==> src/rtl/spi_pkg.sv <==
// Shared constants, frame layout and FSM state type for the SPI weight-frame controller.
package spi_pkg;

  localparam int ADDR_W     = 7;
  localparam int DATA_W     = 20;
  localparam int CNT_W      = 5;
  localparam int FCNT_W     = 8;
  localparam int FRAME_BITS = 32;

  localparam logic [ADDR_W-1:0] DEF_ADDR_MIN  = 7'h01;
  localparam logic [ADDR_W-1:0] DEF_ADDR_MAX  = 7'h08;
  localparam logic [ADDR_W-1:0] DEF_ADDR_CTRL = 7'h7F;

  // Frame layout, MSB first: [31] R/W, [30:24] address, [23:4] data, [3:0] unused
  localparam int RW_POS  = 31;
  localparam int ADDR_HI = 30;
  localparam int ADDR_LO = 24;
  localparam int DATA_HI = 23;
  localparam int DATA_LO = 4;

  // The receive register only needs to hold bits down to DATA_LO; the newest bit comes straight from MOSI.
  localparam int RX_W = DATA_HI;

  localparam logic [CNT_W-1:0] HDR_LAST_CNT = CNT_W'(FRAME_BITS - ADDR_LO - 1);
  localparam logic [CNT_W-1:0] RD_ADDR_CNT  = CNT_W'(FRAME_BITS - ADDR_LO);
  localparam logic [CNT_W-1:0] RD_LOAD_CNT  = CNT_W'(FRAME_BITS - ADDR_LO + 1);
  localparam logic [CNT_W-1:0] LAST_CNT     = CNT_W'(FRAME_BITS - 1);

  typedef enum logic [2:0] {
    IDLE,
    HDR,
    WDATA,
    RDATA,
    CMPL
  } state_t;

  function automatic logic addr_in_range(input logic [ADDR_W-1:0] addr,
                                         input logic [ADDR_W-1:0] lo,
                                         input logic [ADDR_W-1:0] hi);
    return (addr >= lo) && (addr <= hi);
  endfunction

endpackage

==> src/rtl/spi_shift_reg.sv <==
// Width-parameterised shift register with parallel load, serial in at bit 0, MSB-first out.
module spi_shift_reg #(
  parameter int WIDTH = 8
) (
  input  logic             SCLK,
  input  logic             reset,
  input  logic             load,
  input  logic             shift,
  input  logic [WIDTH-1:0] load_val,
  input  logic             sin,
  output logic [WIDTH-1:0] q
);

  // Load wins over shift so a transmit word can be captured on a shifting edge.
  always_ff @(posedge SCLK or posedge reset) begin
    if (reset) begin
      q <= '0;
    end else if (load) begin
      q <= load_val;
    end else if (shift) begin
      q <= {q[WIDTH-2:0], sin};
    end
  end

endmodule

==> src/rtl/spi_frame_ctrl.sv <==
// SPI slave frame controller: decodes 32-bit frames into weight-bank writes, read-backs and status/clear.
module spi_frame_ctrl
  import spi_pkg::*;
#(
  parameter logic [6:0] ADDR_MIN  = DEF_ADDR_MIN,
  parameter logic [6:0] ADDR_MAX  = DEF_ADDR_MAX,
  parameter logic [6:0] ADDR_CTRL = DEF_ADDR_CTRL
) (
  input  logic        SCLK,
  input  logic        reset,
  input  logic        ss,
  input  logic        MOSI,
  output logic        MISO,
  output logic        wr_en,
  output logic [6:0]  wr_addr,
  output logic [19:0] wr_data,
  output logic [6:0]  rd_addr,
  input  logic [19:0] rd_data,
  output logic [7:0]  frame_cnt,
  output logic [1:0]  err
);

  state_t             state;
  logic [CNT_W-1:0]   bit_cnt;
  logic               hdr_rw;
  logic [ADDR_W-1:0]  hdr_addr;
  logic [RX_W-1:0]    rx_q;
  logic [DATA_W-1:0]  tx_q;
  logic [DATA_W-1:0]  tx_load_val;
  logic               rx_shift;
  logic               tx_load;
  logic               tx_shift;
  logic               in_frame;
  logic               abort;
  logic               hdr_valid;
  logic               hdr_is_ctrl;
  logic               tx_unused;

  assign in_frame    = state inside {HDR, WDATA, RDATA};
  assign abort       = in_frame && ss;
  assign hdr_valid   = addr_in_range(hdr_addr, ADDR_MIN, ADDR_MAX);
  assign hdr_is_ctrl = (hdr_addr == ADDR_CTRL);

  assign rx_shift    = ~ss;
  assign tx_shift    = (state == RDATA) && !ss;
  assign tx_load     = abort || ((state == RDATA) && !ss && (bit_cnt == RD_LOAD_CNT));
  assign tx_load_val = abort       ? '0 :
                       hdr_is_ctrl ? {frame_cnt, 10'b0, err} :
                                     rd_data;

  spi_shift_reg #(.WIDTH(RX_W)) u_rx (
    .SCLK     (SCLK),
    .reset    (reset),
    .load     (1'b0),
    .shift    (rx_shift),
    .load_val ('0),
    .sin      (MOSI),
    .q        (rx_q)
  );

  // Only the transmit MSB leaves the block; it empties to zero before the frame ends.
  spi_shift_reg #(.WIDTH(DATA_W)) u_tx (
    .SCLK     (SCLK),
    .reset    (reset),
    .load     (tx_load),
    .shift    (tx_shift),
    .load_val (tx_load_val),
    .sin      (1'b0),
    .q        (tx_q)
  );

  assign MISO      = tx_q[DATA_W-1];
  assign tx_unused = ^tx_q[DATA_W-2:0];

  // CMPL behaves like IDLE for a new frame, so a held-low ss starts the next header immediately.
  always_ff @(posedge SCLK or posedge reset) begin
    if (reset) begin
      state     <= IDLE;
      bit_cnt   <= '0;
      hdr_rw    <= 1'b0;
      hdr_addr  <= '0;
      wr_en     <= 1'b0;
      wr_addr   <= '0;
      wr_data   <= '0;
      rd_addr   <= '0;
      frame_cnt <= '0;
      err       <= '0;
    end else begin
      wr_en <= 1'b0;
      case (state)
        IDLE, CMPL: begin
          if (!ss) begin
            state   <= HDR;
            bit_cnt <= CNT_W'(1);
          end else begin
            state   <= IDLE;
            bit_cnt <= '0;
          end
        end
        HDR, WDATA, RDATA: begin
          if (ss) begin
            state   <= IDLE;
            bit_cnt <= '0;
            err[1]  <= 1'b1;
          end else begin
            bit_cnt <= bit_cnt + CNT_W'(1);
            if ((state == HDR) && (bit_cnt == HDR_LAST_CNT)) begin
              hdr_rw   <= rx_q[ADDR_W-1];
              hdr_addr <= {rx_q[ADDR_W-2:0], MOSI};
              state    <= rx_q[ADDR_W-1] ? WDATA : RDATA;
            end
            if ((state == RDATA) && (bit_cnt == RD_ADDR_CNT)) begin
              rd_addr <= hdr_addr;
            end
            // A clear is decided in its own branch, so it always overrides any error update.
            if ((state != HDR) && (bit_cnt == LAST_CNT)) begin
              state <= CMPL;
              if (hdr_is_ctrl) begin
                if (hdr_rw) begin
                  frame_cnt <= '0;
                  err       <= '0;
                end
              end else if (hdr_valid) begin
                frame_cnt <= frame_cnt + FCNT_W'(1);
                if (hdr_rw) begin
                  wr_en   <= 1'b1;
                  wr_addr <= hdr_addr;
                  wr_data <= rx_q[DATA_HI-1:DATA_LO-1];
                end
              end else begin
                err[0] <= 1'b1;
              end
            end
          end
        end
        default: begin
          state   <= IDLE;
          bit_cnt <= '0;
        end
      endcase
    end
  end

endmodule

==> config.mk <==
export PLATFORM = sky130hd
export DESIGN_NAME = spi_frame_ctrl
export DESIGN_NICKNAME = d
export VERILOG_FILES = /design/src/rtl/spi_pkg.sv /design/src/rtl/spi_shift_reg.sv /design/src/rtl/spi_frame_ctrl.sv
export SDC_FILE = /design/constraint.sdc
export NUM_CORES = 1
export LEC_CHECK = 0
export CAP_MARGIN = 20
export CORE_MARGIN = 4
export CORE_UTILIZATION = 40
export CTS_CLUSTER_SIZE = 25
export DETAILED_ROUTE_END_ITERATION = 8
export PLACE_DENSITY_LB_ADDON = 0.08
export REMOVE_ABC_BUFFERS = 1
export SLEW_MARGIN = 20
export SYNTH_ARGS = -nofsm -noshare
export SYNTH_HDL_FRONTEND = slang
export SYNTH_SLANG_ARGS = --single-unit
export TNS_END_PERCENT = 20
==> constraint.sdc <==
create_clock -name SCLK -period 4.6 [get_ports SCLK]
set_clock_uncertainty 0.2 [all_clocks]
set_input_delay 0.92 -clock SCLK [delete_from_list [all_inputs] [get_ports SCLK]]
set_output_delay 0.92 -clock SCLK [all_outputs]
set_load 0.1 [all_outputs]
Word level (Yosys, flattened, before mapping). Index checks and enable logic that the tools add are counted.

Register bits after elaboration: 104. Input bits: 24. Output and inout bits: 46. Word-level logic and storage cells: 84.

$add $sub $neg: 2. $lt $le $gt $ge: 2. Equal/unequal tests: 13. Multiplexer cells: 28. Bitwise operators: 2. Reduce and logical (&&, ||, !) cells: 24.

Operator list (count): $mux 20 (4); $mux 8 (3); $mux 1 (13); $eq 5x4->1 const B (2); $pmux 5 s2 (1); $reduce_and 5->1 (2); $reduce_bool 2->1 (5); $mux 3 (3); $add 8x1->8 const B (1); $eq 7x7->1 const B (1); $ge 7x1->1 const B (1); $le 7x4->1 const B (1); $logic_and 1x1->1 (7); $eq 3x2->1 const B (2); $pmux 3 s2 (1); $reduce_and 3->1 (2); $reduce_and 6->1 (1); $add 5x1->5 const B (1); $eq 5x3->1 const B (1); $eq 5x5->1 const B (1); $mux 5 (1); $mux 2 (2); $ne 4x4->1 const B (1); $reduce_and 4->1 (1); other kinds (12) (13).

Longest topological paths before layout.
Word-level depth: 7. Mapped depth: 10. Gate-level depth less buffers: 9.

Cells and area by module. From an unflattened synthesis, not the netlist that was laid out.

Cell total of the unflattened synthesis: 441. Area, all modules: 4956.0 um2.

By module, submodules not included: spi_frame_ctrl (instances 1, cells an instance 253, area an instance 2941.6 um2, seq. area each 1526.5 um2); spi_shift_reg at u_rx (instances 1, cells an instance 101, area an instance 1091.0 um2, seq. area each 575.6 um2); spi_shift_reg at u_tx (instances 1, cells an instance 87, area an instance 923.4 um2, seq. area each 500.5 um2).

Worst setup path before layout. OpenSTA, ideal clock, no wires.

Kind: input to register. Start point: in ss. End point: reg wr_data[0]. Library setup time: 0.128 ns. Arrival time: 2.148 ns. Required time: 4.272 ns. Slack: 2.124 ns. Stages: 6. Path buffers: 1. Cells stage by stage: or3_4 > clkinv_4 > nand2_4 > nor2_8 > buf_8 > mux2_1.

Word-level cells in the longest chain between the ends: 2.

Ends and longest elaborated chain: start: declaration (line spi_frame_ctrl.sv:11) `input logic ss,`; $not 1->1 (no line); $reduce_and 6->1 (no line); end signal: assignment (line spi_frame_ctrl.sv:128) `wr_data <= rx_q[DATA_HI-1:DATA_LO-1];`; end: declaration (line spi_frame_ctrl.sv:16) `output logic [19:0] wr_data,`.

Every way passes these cells. A chain may end at the register's enable or synchronous reset.

Worst setup path after layout.
Start point: reg frame_cnt[0]. End point: out frame_cnt[0].

RTL lines: start: declaration (line spi_frame_ctrl.sv:19) `output logic [7:0] frame_cnt,`; start signal: assignment (line spi_frame_ctrl.sv:124) `frame_cnt <= frame_cnt + FCNT_W'(1);`.

No word-level cell between the ends.

==> results.py <==
metrics = {
    "outcome": {
        "status": "completed",
    },
    "routing": {
        "vias": 3119,
        "drtIter0Drc": 229,
        "via_per_inst": 5.36,
        "wirelength_um": 9580,
        "route.detailed.drc": 0,
        "avgRoutedWirePerCell_um": 16.5,
        "ant_nets": 0,
        "drt-pass1-iter-count": 4,
    },
    "timing": {
        "slew_headroom_pct": 28.4,
        "fin_crit_ps": 3170,
        "worst_slew_pin_slew_ps": 1070,
        "rsz0062_at_grt": "false",
        "fin_crit_sh_pct": 69.0,
        "fmaxAchievable_ghz": 0.315,
        "finalHoldViolCount": 0,
        "drv_slew": 0,
        "setup_viol": 0,
        "setup-tns-final_ps": 0,
    },
    "placed_design": {
        "io_buffers": 69,
        "place_hpwl_um": 6300,
        "gp_congestion": 0.789,
        "dp_cells": 566,
        "place_area_mm2": 0.00548,
    },
    "cts": {
        "cts_buffers": 9,
        "clk_latency_ps": 340,
        "cts.path.max_buffers": 2,
        "cts_resized": 0,
        "cts_htree_levels": 3,
        "postCtsHoldBufs": 0,
        "cts-root-buf": "clkbuf_16",
        "cts_tree": "yes",
        "cts_setup_buffers": 0,
        "path_clk_slew_ps": 70,
        "cts_sinks": 104,
    },
    "global_routing": {
        "grt_max_degree": 67,
        "grt.overflow.total": 0,
        "grt_antenna_before_repair": 0,
        "grt_pass1_vias": 3143,
        "grt_pass1_wl_um": 16500,
        "grt.total_usage_pct": 15.4,
    },
    "floorplanning": {
        "dieArea_mm2": 0.0135,
        "die_y_um": 116,
        "core_mm2": 0.0114,
        "die_w_um": 116,
        "ios": 70,
        "rows": 39,
        "initial_core_util_pct": 40.9,
    },
    "synthesis": {
        "synthCells": 370,
        "syn_avg_cell_area_um2": 12.6,
        "yosysSeqAreaShare_pct": 55.7,
        "async_flop_share_pct": 100,
        "syn_area_mm2": 0.00467,
        "ys_warn_count": 0,
        "synth_flop_cell": "dfrtp_1",
        "synth_edf_count": 0,
        "ys_seq_elements": 104,
        "ys_types": 48,
    },
    "power_and_ir_drop": {
        "leakage_nw": 2.61,
        "irDropWorstVdd_mv": 0.239,
        "power_density_mw_per_mm2": 352,
    },
    "setup_path": {
        "path_class": "register to output port",
        "critPathMaxStageDelay_ps": 1200,
        "cp_top_family": "buffers and inverters",
        "cp_num_buf_inv": 1,
        "endpoint_kind": "output port",
        "critPathArrivalTime_ps": 2050,
        "path_max_fanout": 8,
        "start_kind": "register",
        "crit_path_cell_trace": "clkdlybuf4s50_1",
        "worstPathRequired_ps": 3480,
        "slowest_stage": "clkdlybuf4s50_1",
    },
    "layout": {
        "final_cells": 582,
        "stdcell_area_mm2": 0.00577,
        "area.growth.synth_to_final_pct": 23.5,
        "final_layout_size_suffix_gt1_share_pct": 20.0,
        "antenna_cells": 0,
        "final_nets": 463,
    },
    "run": {
        "max-cap-violations": 0,
    },
    "worst_hold_path": {
        "worstHoldPathType": "register to register",
    },
}
## per-stage QoR
step | utilization (%) | worst slack, ps | hold WS [ps] | power (mW)
3_5_place_dp | 48.0 | 1290 | 279 | 1.31
4_1_cts | 50.5 | 1400 | 302 | 2.07
3_3_place_gp | 48.0 | 1280 | 272 | 1.30
5_1_grt | 50.5 | 1350 | 319 | 2.14
2_1_floorplan | - | 748 | 259 | 1.23
6_report | 50.5 | 1430 | 294 | 2.03
## cell type report
| cell class | instances | area (um^2) |
|---|---|---|
| multi-input combinational | 234 | 1910 |
| tap | 143 | 179 |
| clock buffer | 10 | 239 |
| timing repair buffer | 74 | 741 |
| clock inverter | 6 | 50.0 |
| sequential | 104 | 2600 |
| inverter | 11 | 48.8 |
| fill | 1062 | 5650 |
## flip-flops by register name, summed over array words and instances (netlist names)
name,count
hdr_rw,1
wr_addr,7
rd_addr,7
hdr_addr,7
state,3
err,2
u_rx.q,23
frame_cnt,8
bit_cnt,5
u_tx.q,20
wr_en,1
wr_data,20
## path summary, 6_finish.rpt
path                       slack, ps         start  cells after the start      endpoint
hold reg to reg                  290    wr_data[0]                      1    wr_data[0]
setup reg to reg                1760    bit_cnt[0]                      9   wr_data[18]
max in group asynchronous       2600         reset                      3  frame_cnt[0]
min in group asynchronous        900         reset                      2    wr_addr[5]
setup / recovery                1430  frame_cnt[0]                      1  frame_cnt[0]
hold / removal                   290    wr_data[0]                      1    wr_data[0]
## power by group
| part | leakage [nW] | switching, mW | internal (mW) |
|---|---|---|---|
| combinational | 1.11 | 0.0873 | 0.110 |
| sequential | 1.36 | 0.0742 | 1.02 |
| clock | 0.141 | 0.354 | 0.390 |
| total | 2.61 | 0.516 | 1.52 |
## synthesized netlist by cell type, types with 4 or more instances
cell type / number / share of area (%)
a21oi_1: 30 / 3.2
buf_2: 5 / 0.54
clkbuf_1: 12 / 0.96
dfrtp_1: 104 / 56
ha_1: 5 / 1.3
inv_1: 10 / 0.80
mux2_1: 6 / 1.4
mux2_2: 46 / 11
mux2_4: 10 / 3.2
mux2i_1: 16 / 3.4
nand2_1: 9 / 0.72
nand2b_1: 7 / 0.94
nand3_1: 15 / 1.6
nand4_1: 7 / 0.94
nor2_1: 18 / 1.4
o211ai_1: 10 / 1.6
o21ai_0: 4 / 0.43
o22a_1: 8 / 1.5
o22ai_1: 10 / 1.3
## layout by cell type (no fill, tap or decap), types with 5 or more instances in the layout
cell / synthesis / routed
o22a_1: 8 / 8
inv_1: 10 / 9
o22ai_1: 10 / 10
clkdlybuf4s50_1: 0 / 69
nand2b_1: 7 / 7
a21oi_1: 30 / 30
nor2_1: 18 / 18
mux2_1: 6 / 6
clkbuf_16: 0 / 9
dfrtp_1: 104 / 104
nand2_1: 9 / 9
mux2_4: 10 / 10
nand3_1: 15 / 15
o211ai_1: 10 / 10
mux2_2: 46 / 46
mux2i_1: 16 / 16
nand4_1: 7 / 7
ha_1: 5 / 5
## kinds of logic after synthesis
kind of cell,after synthesis,synth area share [%]
compound gates,68,9.48
xor+xnor,2,0.375
fa+ha+maj,5,1.34
buf+inv,32,3.40
flops,104,55.7
mux,78,19.2
simple gates,81,10.5
## routing by layer
| metal | wire length (um) | global-route usage, % | vias up |
|---|---|---|---|
| li1 | - | - | 1475 |
| met1 | 4620 | 22.4 | 1578 |
| met2 | 4440 | 22.9 | 62 |
| met3 | 468 | 5.12 | 4 |
| met4 | 53 | 2.78 | 0 |
| met5 | 0 | 0 | - |
Note: power is estimated with default switching activity, not from simulation.
